--- src/rtl/shift_issue.sv ---
// Execute-stage issue register feeding the combinational shifter: decodes shift funct codes,
// resolves sources and holds results behind a valid/ready handshake with a one-entry skid buffer.
// Optional MEM/WB forwarding is compiled in with `define SHIFT_ISSUE_FWD_EN.
module shift_issue (
  input  logic        clk,
  input  logic        reset,
  input  logic        flush,
  input  logic        in_valid,
  output logic        in_ready,
  input  logic [5:0]  funct,
  input  logic [4:0]  shamt,
  input  logic [4:0]  rs_addr,
  input  logic [4:0]  rt_addr,
  input  logic [31:0] rs_val,
  input  logic [31:0] rt_val,
  input  logic        mem_wen,
  input  logic        wb_wen,
  input  logic [4:0]  mem_waddr,
  input  logic [4:0]  wb_waddr,
  input  logic [31:0] mem_wdata,
  input  logic [31:0] wb_wdata,
  output logic        out_valid,
  input  logic        out_ready,
  output logic [1:0]  op,
  output logic [31:0] a,
  output logic [31:0] b,
  output logic        illegal
);

  localparam int DATA_W = 32;

  logic [DATA_W-1:0] rs_fwd_p0, rt_fwd_p0;
  logic [1:0]        op_p0;
  logic [DATA_W-1:0] a_p0, b_p0;
  logic              ill_p0;

  logic              vld_p1, sk_vld_p1;
  logic [1:0]        op_p1, sk_op_p1;
  logic [DATA_W-1:0] a_p1, b_p1, sk_a_p1, sk_b_p1;
  logic              ill_p1, sk_ill_p1;

  logic accept, drain;

`ifdef SHIFT_ISSUE_FWD_EN
  // The younger MEM result takes priority over WB.
  function automatic logic [DATA_W-1:0] fwd_sel(
    input logic [4:0]        addr,
    input logic [DATA_W-1:0] rf,
    input logic              m_wen,
    input logic [4:0]        m_waddr,
    input logic [DATA_W-1:0] m_wdata,
    input logic              w_wen,
    input logic [4:0]        w_waddr,
    input logic [DATA_W-1:0] w_wdata
  );
    if (m_wen && (m_waddr == addr)) return m_wdata;
    if (w_wen && (w_waddr == addr)) return w_wdata;
    return rf;
  endfunction
`else
  logic unused_fwd;
  assign unused_fwd = ^{mem_wen, wb_wen, mem_waddr, wb_waddr, mem_wdata, wb_wdata};
`endif

  // Stage p0: operand resolution and decode at the accept cycle
  always_comb begin
    rs_fwd_p0 = rs_val;
    rt_fwd_p0 = rt_val;
`ifdef SHIFT_ISSUE_FWD_EN
    rs_fwd_p0 = fwd_sel(rs_addr, rs_val, mem_wen, mem_waddr, mem_wdata, wb_wen, wb_waddr, wb_wdata);
    rt_fwd_p0 = fwd_sel(rt_addr, rt_val, mem_wen, mem_waddr, mem_wdata, wb_wen, wb_waddr, wb_wdata);
`endif
    if (rs_addr == 5'd0) rs_fwd_p0 = '0;
    if (rt_addr == 5'd0) rt_fwd_p0 = '0;
  end

  always_comb begin
    op_p0  = 2'b10;
    a_p0   = rt_fwd_p0;
    b_p0   = '0;
    ill_p0 = 1'b0;
    case (funct)
      6'h00: begin op_p0 = 2'b00; b_p0 = {27'b0, shamt}; end
      6'h02: begin op_p0 = 2'b01; b_p0 = {27'b0, shamt}; end
      6'h03: begin op_p0 = 2'b11; b_p0 = {27'b0, shamt}; end
      6'h04: begin op_p0 = 2'b00; b_p0 = rs_fwd_p0; end
      6'h06: begin op_p0 = 2'b01; b_p0 = rs_fwd_p0; end
      6'h07: begin op_p0 = 2'b11; b_p0 = rs_fwd_p0; end
      default: ill_p0 = 1'b1;
    endcase
  end

  assign accept = in_valid && in_ready;
  assign drain  = vld_p1 && out_ready;

  // Stage p1: output register plus skid; skid only fills while the output is stalled
  always_ff @(posedge clk) begin
    if (reset) begin
      vld_p1    <= 1'b0;
      sk_vld_p1 <= 1'b0;
      op_p1     <= '0;
      a_p1      <= '0;
      b_p1      <= '0;
      ill_p1    <= 1'b0;
      sk_op_p1  <= '0;
      sk_a_p1   <= '0;
      sk_b_p1   <= '0;
      sk_ill_p1 <= 1'b0;
    end else if (flush) begin
      vld_p1    <= 1'b0;
      sk_vld_p1 <= 1'b0;
    end else if (drain) begin
      if (sk_vld_p1) begin
        op_p1     <= sk_op_p1;
        a_p1      <= sk_a_p1;
        b_p1      <= sk_b_p1;
        ill_p1    <= sk_ill_p1;
        sk_vld_p1 <= 1'b0;
      end else if (accept) begin
        op_p1  <= op_p0;
        a_p1   <= a_p0;
        b_p1   <= b_p0;
        ill_p1 <= ill_p0;
      end else begin
        vld_p1 <= 1'b0;
      end
    end else if (accept) begin
      if (!vld_p1) begin
        op_p1  <= op_p0;
        a_p1   <= a_p0;
        b_p1   <= b_p0;
        ill_p1 <= ill_p0;
        vld_p1 <= 1'b1;
      end else begin
        sk_op_p1  <= op_p0;
        sk_a_p1   <= a_p0;
        sk_b_p1   <= b_p0;
        sk_ill_p1 <= ill_p0;
        sk_vld_p1 <= 1'b1;
      end
    end
  end

  assign in_ready  = !sk_vld_p1;
  assign out_valid = vld_p1;
  assign op        = op_p1;
  assign a         = a_p1;
  assign b         = b_p1;
  assign illegal   = ill_p1;

endmodule

--- config.mk ---
export PLATFORM = sky130hd
export DESIGN_NAME = shift_issue
export DESIGN_NICKNAME = d
export VERILOG_FILES = /design/src/rtl/shift_issue.sv
export SDC_FILE = /design/constraint.sdc
export NUM_CORES = 1
export LEC_CHECK = 0
export BUFFER_PORTS_ARGS = -buffer_cell sky130_fd_sc_hd__buf_2
export CAP_MARGIN = 20
export CORE_ASPECT_RATIO = 1.5
export CORE_MARGIN = 5
export CORE_UTILIZATION = 43
export DETAILED_ROUTE_END_ITERATION = 7
export PLACE_DENSITY = 0.75
export SYNTH_ARGS = -nofsm -noshare
export SYNTH_HDL_FRONTEND = slang
export SYNTH_SLANG_ARGS = --single-unit
--- constraint.sdc ---
create_clock -name clk -period 1.86 [get_ports clk]
set_input_delay 0.279 -clock clk [delete_from_list [all_inputs] [get_ports clk]]
set_output_delay 0.279 -clock clk [all_outputs]
set_load 0.02 [all_outputs]
After elaboration in Yosys (flattened, before gate mapping) --
Index checks and enable logic that the tools add are counted.
Storage, ports and cells: flip-flop bits (word level) 136, bits of input ports 166, logic and storage cells 69, latch bits 0, bits in writable memories 0, output and inout port bits 69, bits in read-only memories 0, memories kept 0
Operators by class: order comparisons 0, bitwise gates (word level) 2, reduce and logical (&&, ||, !) cells 20, $mul 0, equal/unequal tests 8, add/sub/neg operators 0, muxes and demuxes 29, divide/modulo/power cells 0, shifts and indexed selects 0
Operators with widths (number):
- 2-to-1 mux 32 bit | 12
- one-hot mux 32 bit (2 select lines) | 1
- equality test 6 x 3 -> 1 bit (second input constant) | 3
- equality test 6 x 2 -> 1 bit (second input constant) | 2
- logical NOT 5 bit | 2
- 2-to-1 mux 1 bit | 10
- 2-to-1 mux 2 bit | 5
- OR reduction 3 bit | 3
- AND reduction 4 bit | 2
- OR reduction 2 bit | 4
- logical NOT 6 bit | 1
- one-hot mux 2 bit (3 select lines) | 1
- OR reduction 6 bit | 1
- != test 2 bit (second input constant) | 2
- nonzero test 2 bit | 2
- AND reduction 3 bit | 1
- logical AND 1 bit | 2
- != test 2 x 1 -> 1 bit (second input constant) | 1
- NOT 1 bit | 2
- AND reduction 2 bit | 1
- logical NOT 1 bit | 1

Depth between registers and ports, before layout --
Gate-level depths: netlist of run 1.
depth after elaboration 6, mapped depth 8, gate-level depth less buffers 4

Least setup slack after synthesis of run 1 --
Ideal clock, no wire load.
kind input to register, from in rs_addr[2], to reg sk_b_p1[11], path buffers 3, data arrival time 1.660 ns, setup slack 0.083 ns, cell stages on the path 7, required time 1.743 ns, setup time 0.117 ns, path through or4_1 o21a_1 buf_6 and4_4 buf_6 buf_6 a22o_1
On the way: word-level cells in the longest chain between the ends 3
RTL lines:
- start: declaration | line 12 | input logic [4:0] rs_addr,
- logical NOT 5 bit | line 73 | if (rs_addr == 5'd0) rs_fwd_p0 = '0;
- 2-to-1 mux 32 bit | line 73
- one-hot mux 32 bit (2 select lines) | line 82 | case (funct)
- end signal: assignment | line 137 | sk_b_p1 <= b_p0;
- end: declaration | line 39 | logic [DATA_W-1:0] a_p1, b_p1, sk_a_p1, sk_b_p1;
Every way passes these cells. A chain may end at the register's enable or synchronous reset.

Final worst setup path of run 1 --
from reg vld_p1, in the netlist out_valid, to reg a_p1[27], in the netlist a[27]
On the way: word-level cells in the longest chain between the ends 3, elaborated cells between the ends (all ways) 5, those cells by class eq/ne (1); mux (1); reduce/logical (3)
RTL lines:
- start: declaration | line 37 | logic vld_p1, sk_vld_p1;
- start signal: assignment | line 99 | vld_p1 <= 1'b0;
- start signal: assignment | line 110 | vld_p1 <= 1'b0;
- start signal: assignment | line 125 | vld_p1 <= 1'b0;
- logical AND 1 bit | line 94 | assign drain = vld_p1 && out_ready;
- != test 2 x 1 -> 1 bit (no source line) / nonzero test 2 bit (equally long branches)
- AND reduction 4 bit (no source line)
- end signal: assignment | line 115 | a_p1 <= sk_a_p1;
- end signal: assignment | line 121 | a_p1 <= a_p0;
- end signal: assignment | line 130 | a_p1 <= a_p0;
- end: declaration | line 39
Several ways; a longest one is shown, not always the timed one.

==> results of run 1 <==
-- worst max-delay path, delay by kind of cell (launching register included) --
family                 cells  cell delay [ns]
DFF                        1             0.47
AOI/OAI and AO/OA          3             0.58
buffers and inverters      1             0.28
and+or+nand+nor            1             0.27
-- cell type report --
type                       count  area [µm²]  share of cell area [%]
timing repair buffer         188        1040                    14.9
clock inverter                14         185                    2.66
multi-input combinational    419        2370                    34.1
inverter                       4        15.0                   0.216
sequential                   136        2720                    39.2
clock buffer                  18         429                    6.17
tap                          156         195                    2.81
-- cell usage after synthesis, types with 4 or more instances --
library cell and number:
a21oi_1 139, a221oi_1 5, a22o_1 27, a32oi_1 27, buf_2 7, buf_6 4, clkbuf_1 52, dfxtp_1 136
inv_1 4, mux2i_1 5, nand2_1 42, nand3_1 74, nor2_1 13, o21ai_0 65
-- power by group --
group / internal [mW] / switching, mW / total (mW)
clock: 2.15 / 1.34 / 3.50
combinational: 0.265 / 0.464 / 0.729
sequential: 3.02 / 0.0515 / 3.07
-- sequential cells by signal (all words and copies together), names as in the netlist --
register   cells
b             32
illegal        1
op             2
out_valid      1
sk_ill_p1      1
sk_b_p1       32
a             32
sk_a_p1       32
sk_op_p1       2
sk_vld_p1      1
-- cells by family (layout without fill, tap and decap cells) --
logic type,Yosys count,after routing
muxes,5,5
DFF,136,136
and+or+nand+nor,142,142
buffers and inverters,69,224
AOI/OAI and AO/OA,272,272
-- path summary, 6_finish.rpt --
path              startpoint         end  slack (ns)  depth (start not counted)
setup / recovery   out_valid       a[27]        0.15                          5
hold / removal         flush   out_valid        0.09                          2
setup reg to reg   out_valid       a[27]        0.15                          5
hold reg to reg   sk_b_p1[3]  sk_b_p1[3]        0.45                          2
-- per-layer routing --
layer  GRT usage, %  vias to the layer above
met4           7.52                        0
li1               -                     2584
met5              0                        -
met3           3.87                        8
met2           34.9                      219
met1           23.6                     2547
==> flow_summary.toml, run 1 <==
[run_status]
status = "finished clean"

[run]
cap_violations = 0

[route]
routed-via-count = 5358
postRouteAntennaNets = 0
first_pass_iters = 4
wl_met1_um = 6240
wl_per_cell_um = 16.5
drt-initial-drc-count = 226
met3WireLength_um = 1140
vias_per_cell = 5.73
drc = 0
highest_layer = "met4"
wl_met2_um = 7930
wirelength_um = 15400

[die]
die_area_um2 = 14800
rows = 50
core_um2 = 12300
die_h_um = 147
dieWidth_um = 101
ioPinCount = 235
initial_core_util_pct = 43.4

[synthesis]
syn-num-nets = 790
synth_fa_ha_area_share_pct = 0
async_flop_share_pct = 0
yosys_register_bits = 136
synthCells = 624
synth_top_family_by_area = "compound AO/OA/AOI/OAI gates"
synth-compound-area-share_pct = 30.2
synth_edf_count = 0
synth_xor_area_share_pct = 0
ys_types = 32
synth_flop_cell = "dfxtp_1"
synth_mux_area_share_pct = 0.935
synth_area_um2 = 5350
yosysWarnings = 0
netlist.area_leader.share_pct = 50.9
synth_area_per_cell_um2 = 8.58
synth-simple-area-share_pct = 12.4
synth_area_leaders = "dfxtp_1 (51%), a21oi_1 (13%), nand3_1 (6.9%), o21ai_0 (6.1%), a22o_1 (4.4%)"
synth-seq-area-share_pct = 50.9
synth_top_area_cell = "dfxtp_1"

[placement]
placedCellCount = 903
dp_slack_ns = 0.0399
dpl.hpwl_um = 10800
placed_area_um2 = 6340
routabilityCongestion = 0.789
portBuffers = 158

[cells_and_area]
mostFrequentLayoutCell = "buf_2"
mostFrequentLayoutCells = "buf_2 (158), a21oi_1 (139), dfxtp_1 (136)"
drive_gt1_share_pct = 29.4
fill_cells = 1088
final_util_pct = 56.4
area_delta_synth_final_pct = 29.9
fin_area_um2 = 6950
antenna_cells = 0
nets = 932
fin_cells = 935

[clock_network]
ctsHoldBuffers = 0
h-tree-depth = 4
numCtsBuffers = 17
clock_latency_ns = 0.41
cts_resized = 0
cts_sinks = 136
cts_tree = "done"
post_cts_buffers = 0
clock_path_buffers = 2
cts-root-buf = "clkbuf_16"
clk_pin_slew_ns = 0.06

[pwr]
irDropWorstVdd_mv = 0.465
total_power_mw = 7.30
power_density_nw_per_um2 = 1050
p_leak_nw = 2.95

[timing]
worst_slack_ns = 0.146
finalCriticalPeriod_ns = 1.71
hold_violations = 0
maxSlewViolCount = 0
post-route-period-util_pct = 92.1
fmax_mhz = 583
setup_viol = 0
hold_slack_ns = 0.0884
relSlewSlack_pct = 53.3
tightest_slew_ns = 0.699
rsz0062_at_grt = "no"
fin_skew_ns = 0.00906
setup_tns_ns = 0

[global_routing]
grt_remaining_overflow = 0
antenna_found_initial = 0
grt_pass1_wl_um = 24300
grt_pass1_vias = 5185
grt_util_all_layers_pct = 19.9
grt_max_degree = 81

[worst_setup_path]
worstSetupStartpointType = "register"
crit_path_end_kind = "register"
cp_cell_sequence = "and2_1 -> o221a_2 -> buf_12 -> o21ai_0 -> a21oi_1"
slowest_stage = "dfxtp_1"
setup.worst_path.class = "register to register"
required_ns = 2.18
cp.arrival_ns = 2.03
cp_max_fo = 80
slowest_delay_ns = 0.47

[min_path]
hold_path_class = "input pin to register"
Note: power is estimated with default switching activity, not from simulation.
==> inputs of run 2 (changes only) <==
--- a/config.mk
+++ b/config.mk
@@ -9,9 +9,11 @@
 export CAP_MARGIN = 20
 export CORE_ASPECT_RATIO = 1.5
 export CORE_MARGIN = 5
-export CORE_UTILIZATION = 43
+export CORE_UTILIZATION = 45
+export CTS_CLUSTER_SIZE = 8
 export DETAILED_ROUTE_END_ITERATION = 7
 export PLACE_DENSITY = 0.75
+export SETUP_SLACK_MARGIN = 0.05
 export SYNTH_ARGS = -nofsm -noshare
 export SYNTH_HDL_FRONTEND = slang
 export SYNTH_SLANG_ARGS = --single-unit
==> constraint.sdc (replaced) <==
create_clock -name clk -period 1.6 [get_ports clk]
set_input_delay 0.24 -clock clk [delete_from_list [all_inputs] [get_ports clk]]
set_output_delay 0.24 -clock clk [all_outputs]
set_load 0.02 [all_outputs]
==> run 2 against run 1 <==
Net effect: clock power up 16%; non-clock buffer count up 9; final area up 3.2%; global-route usage up 2.4 points; core utilization up 5.5 points; register-to-register slack worse by 0.05 ns; sequential cell count unchanged; sequential share of layout area down 1.2 points; maximum frequency up 14%; clock skew about the same; critical endpoint is now a[21].
==> flow_summary.toml, run 2 (same netlist as run 1, synthesis figures left out) <==
[die]
initial_core_util_pct = 46.2
die_h_um = 144
ioPinCount = 235
rows = 48
dieWidth_um = 99.0
core_um2 = 11600
die_area_um2 = 14200

[global_routing]
grt_remaining_overflow = 0
grtUsageMet3_pct = 5.88
use_met1_pct = 25.0
grt_max_degree = 65
grt_util_all_layers_pct = 22.3
grt_pass1_wl_um = 25800
antenna_found_initial = 1
grt_pass1_vias = 5540
busiest_layer = "met2"
grtUsageMet2_pct = 39.3

[clock_network]
cts_sinks = 136
post_cts_buffers = 0
clock_path_buffers = 2
h-tree-depth = 4
cts_tree = "done"
numCtsBuffers = 17
clock_latency_ns = 0.41
clk_pin_slew_ns = 0.06
ctsHoldBuffers = 0
cts-root-buf = "clkbuf_16"

[route]
wirelength_um = 17000
first_pass_iters = 6
drt-initial-drc-count = 360
drc = 0
vias_per_cell = 5.94
postRouteAntennaNets = 0
routed-via-count = 5590
wl_per_cell_um = 18.1

[pwr]
p_leak_nw = 3.04
irDropWorstVdd_mv = 0.713
power_density_nw_per_um2 = 1190

[worst_setup_path]
cp.arrival_ns = 1.84
setup.worst_path.class = "register to register"
required_ns = 1.93
r2r_slack_ns = 0.09
crit_path_end_kind = "register"
r2r_cells = 5
slowest_stage = "dfxtp_2"
worstSetupStartpoint = "out_valid"
cp_cell_sequence = "and2_2 -> o221a_4 -> buf_12 -> o21ai_0 -> a21oi_1"
worstPathBufferInverterCount = 1
critPathTopFamily = "compound AO/OA/AOI/OAI gates"
r2r-end = "a[21]"
r2r_start = "out_valid"
slowest_delay_ns = 0.42
worstSetupStartpointType = "register"
cp_max_fo = 34

[cells_and_area]
antenna_cells = 0
drive_gt1_share_pct = 30.8
regArea_um2 = 2720
mostFrequentLayoutCell = "buf_2"
multi_input_area_um2 = 2450
fill_cells = 973
nets = 945
final_util_pct = 61.9
fin_area_um2 = 7180
fin_cells = 941
area_delta_synth_final_pct = 34.1
mostFrequentLayoutCells = "buf_2 (158), a21oi_1 (139), dfxtp_1 (135)"

[placement]
routabilityCongestion = 0.795
portBuffers = 158
placed_area_um2 = 6430
dpl.hpwl_um = 11000
placedCellCount = 905

[timing]
hold_violations = 0
rsz0062_at_grt = "yes"
setup_viol = 0
hold_slack_ns = 0.0546
finalCriticalPeriod_ns = 1.51
maxSlewViolCount = 0
tightest_slew_ns = 0.659
fin_skew_ns = 0.00920
post-route-period-util_pct = 94.2
setup_tns_ns = 0
fmax_mhz = 663
relSlewSlack_pct = 56.0

[min_path]
min_from = "rs_val[24]"
hold_path_class = "input pin to register"
min_delay_path_depth = 2
worstHoldEndpoint = "sk_b_p1[24]"

[run]
cap_violations = 0

[run_status]
status = "finished clean"
-- run 2: cell types whose count changed in the layout (fill, tap and decap cells not counted), sizes merged --
| cell | change |
|---|---|
| buf | +8 |
| inv | -7 |
| clkbuf | +6 |
| and4 | +3 |
| bufinv | +1 |
| nor2 | +1 |
-- run 2: final cells by class --
type	count	area share, %
flip-flops and latches	136	38.0
multi-input cells	423	34.1
repair buffers	197	16.6
clock buffers	23	6.52
well taps	150	2.62
clock inverters	8	2.02
inverters	4	0.209
-- run 2: timing repair --
action / in CTS / in global routing
endpoints found under the setup margin: 57 / 77
pin swaps: 2 / 2
gates cloned: 2 / 3
gates resized for setup: 5 / 12
-- run 2: worst max path at each step --
stage	end	slack, ns	depth (start not counted)
6_report	a[21]	0.09	5
3_3_place_gp	sk_b_p1[30]	-0.32	5
3_5_place_dp	sk_b_p1[23]	-0.35	5
4_1_cts	sk_b_p1[30]	0.06	5
5_1_grt	b[0]	-0.005	7
2_1_floorplan	sk_b_p1[11]	-0.13	7
-- run 2: power by group --
| group | leakage [nW] | internal, mW | total, mW | switching [mW] |
|---|---|---|---|---|
| Clock | 0.293 | 2.68 | 4.06 | 1.39 |
| Sequential | 1.11 | 3.52 | 3.58 | 0.0629 |
| Combinational | 1.64 | 0.346 | 0.917 | 0.571 |
| Total | 3.04 | 6.54 | 8.56 | 2.02 |
-- run 2: per-stage QoR --
stage / setup WS (ns) / power (mW)
final: 0.0928 / 8.56
after floorplan: -0.133 / 4.11
after global placement: -0.321 / 4.50
after CTS: 0.0563 / 8.58
after detailed placement: -0.345 / 4.52
after global routing: -0.00484 / 8.85
-- run 2: layer usage --
| layer | part of all wire [%] | up-vias |
|---|---|---|
| li1 | - | 2621 |
| met1 | 38 | 2658 |
| met2 | 52 | 264 |
| met3 | 7.9 | 45 |
| met4 | 2.4 | 2 |
| met5 | 0.082 | - |
==> inputs of run 3 (changes only) <==
--- a/config.mk
+++ b/config.mk
@@ -12,6 +12,7 @@
 export CORE_UTILIZATION = 45
 export CTS_CLUSTER_SIZE = 8
 export DETAILED_ROUTE_END_ITERATION = 7
+export HOLD_SLACK_MARGIN = 0.12
 export PLACE_DENSITY = 0.75
 export SETUP_SLACK_MARGIN = 0.05
 export SYNTH_ARGS = -nofsm -noshare
==> run 3 against run 2 <==
Net effect: the run now ends with design-rule violations left; core utilization grew 6.3 points; power up 1.8%; final area increased by 10%; combinational power rose by 16%; critical path type is now input pin to register; largest power group unchanged.
==> flow_summary.toml, run 3 (same netlist as run 1, synthesis figures left out) <==
[timing]
post-route-period-util_pct = 94.4
maxSlewViolCount = 0
fin_skew_ns = 0.00660
setup_viol = 0
tightest_slew_ns = 0.675
worst_slack_ns = 0.0904
finalCriticalPeriod_ns = 1.51
setup_tns_ns = 0
rsz0062_at_grt = "yes"
relSlewSlack_pct = 54.9
hold_violations = 0
fmax_mhz = 662

[global_routing]
grt_max_degree = 65
grt_remaining_overflow = 0
antenna_found_initial = 0
grt_pass1_vias = 5731
grt_util_all_layers_pct = 23.5
grt_pass1_wl_um = 27200

[placement]
placed_area_um2 = 6430
placedCellCount = 905
dpl.hpwl_um = 11000
portBuffers = 158
routabilityCongestion = 0.795
dp_slack_ns = -0.345

[run_status]
status = "finished with violations"
violations = "design-rule violations"

[die]
rows = 48
ioPinCount = 235
dieWidth_um = 99.0
core_um2 = 11600
die_area_um2 = 14200
initial_core_util_pct = 46.2
die_h_um = 144

[worst_setup_path]
required_ns = 1.94
r2r_cells = 7
crit_path_end_kind = "register"
cp_max_fo = 8
cp.arrival_ns = 1.85
setup.worst_path.class = "input pin to register"
worstSetupStartpointType = "input pin"

[pwr]
comb_power_share_pct = 12.2
power_density_nw_per_um2 = 1100
p_sw_mw = 2.07
irDropWorstVdd_mv = 0.717
internal_power_mw = 6.65
swShare_pct = 23.7
p_leak_nw = 3.36
p_clk_share_pct = 46.7
seq_power_share_pct = 41.1

[clock_network]
clock_latency_ns = 0.41
clk_pin_slew_ns = 0.06
cts_sinks = 136
clock_path_buffers = 2
h-tree-depth = 4
numCtsBuffers = 17
cts-root-buf = "clkbuf_16"
cts_tree = "done"

[route]
postRouteAntennaNets = 0
wirelength_um = 18400
first_pass_iters = 8
drc = 3
routed-via-count = 5928
drt-initial-drc-count = 337
wl_per_cell_um = 18.2
vias_per_cell = 5.89

[cells_and_area]
nets = 1011
area_delta_synth_final_pct = 47.8
fill_cells = 878
drive_gt1_share_pct = 29.4
fin_cells = 1007
antenna_cells = 0
fin_area_um2 = 7910
mostFrequentLayoutCells = "buf_2 (158), a21oi_1 (139), dfxtp_1 (135)"
mostFrequentLayoutCell = "buf_2"

[min_path]
hold_path_class = "input pin to register"
min_delay_path_depth = 4

[run]
cap_violations = 0
## run 3: cell types whose count changed in the layout (fill, tap and decap cells not counted), sizes merged
| cell | previous run | this run |
|---|---|---|
| buf | 196 | 199 |
| dlygate4sd3 | 0 | 61 |
| clkbuf | 24 | 26 |
## run 3: worst max-delay path, stage by stage
cell	delay [ns]
dlygate4sd3_1	0.55
buf_2	0.13
inv_1	0.08
a211oi_4	0.24
buf_6	0.17
buf_6	0.17
a32oi_1	0.11
a21oi_1	0.16
## run 3: timing repair
item | 4_1_cts | 5_1_grt
pin swaps | 2 | 6
hold endpoints to repair | 94 | 0
hold buffers | 61 | 0
buffers inserted | 0 | 2
endpoints found under the setup margin | 57 | 76
gates cloned | 2 | 6
gates resized for setup | 5 | 20
## run 3: metal layers
layer  routed length (µm)  GRT usage [%]
met5                    0              0
met3                 1550           6.22
met4                  486           9.21
met2                 9590           41.4
met1                 6740           26.9
## run 3: final timing paths
check / startpoint / endpoint / slack [ns]
hold / removal: funct[4] / op[0] / 0.18
setup reg to reg: sk_vld_p1 / b[9] / 0.10
hold reg to reg: sk_a_p1[8] / sk_a_p1[8] / 0.46
setup / recovery: funct[1] / b[9] / 0.09
## run 3: cell type report
type	count	area, µm²	area share [%]
multi-input combinational	423	2480	31.3
clock inverter	8	145	1.84
tap	150	188	2.37
inverter	4	15.0	0.190
timing repair buffer	263	1890	23.9
sequential	136	2730	34.5
clock buffer	23	468	5.92
## run 3: power by group through the flow
stage                     Sequential [mW]  Clock, mW  Combinational [mW]
after floorplan                      3.79          0               0.326
after global placement               3.64          0               0.855
after detailed placement             3.65          0               0.877
after CTS                            3.58       4.11                1.00
after global routing                 3.59       4.26                1.14
final                                3.58       4.07                1.06
## run 3: per-stage QoR
stage | hold slack, ns | util, % | total power, mW
global placement | 0.437 | 55.5 | 4.50
CTS | 0.160 | 66.4 | 8.69
floorplan | 0.312 | - | 4.11
finish | 0.176 | 68.2 | 8.71
detailed placement | 0.449 | 55.5 | 4.52
global route | 0.215 | 68.2 | 9.00
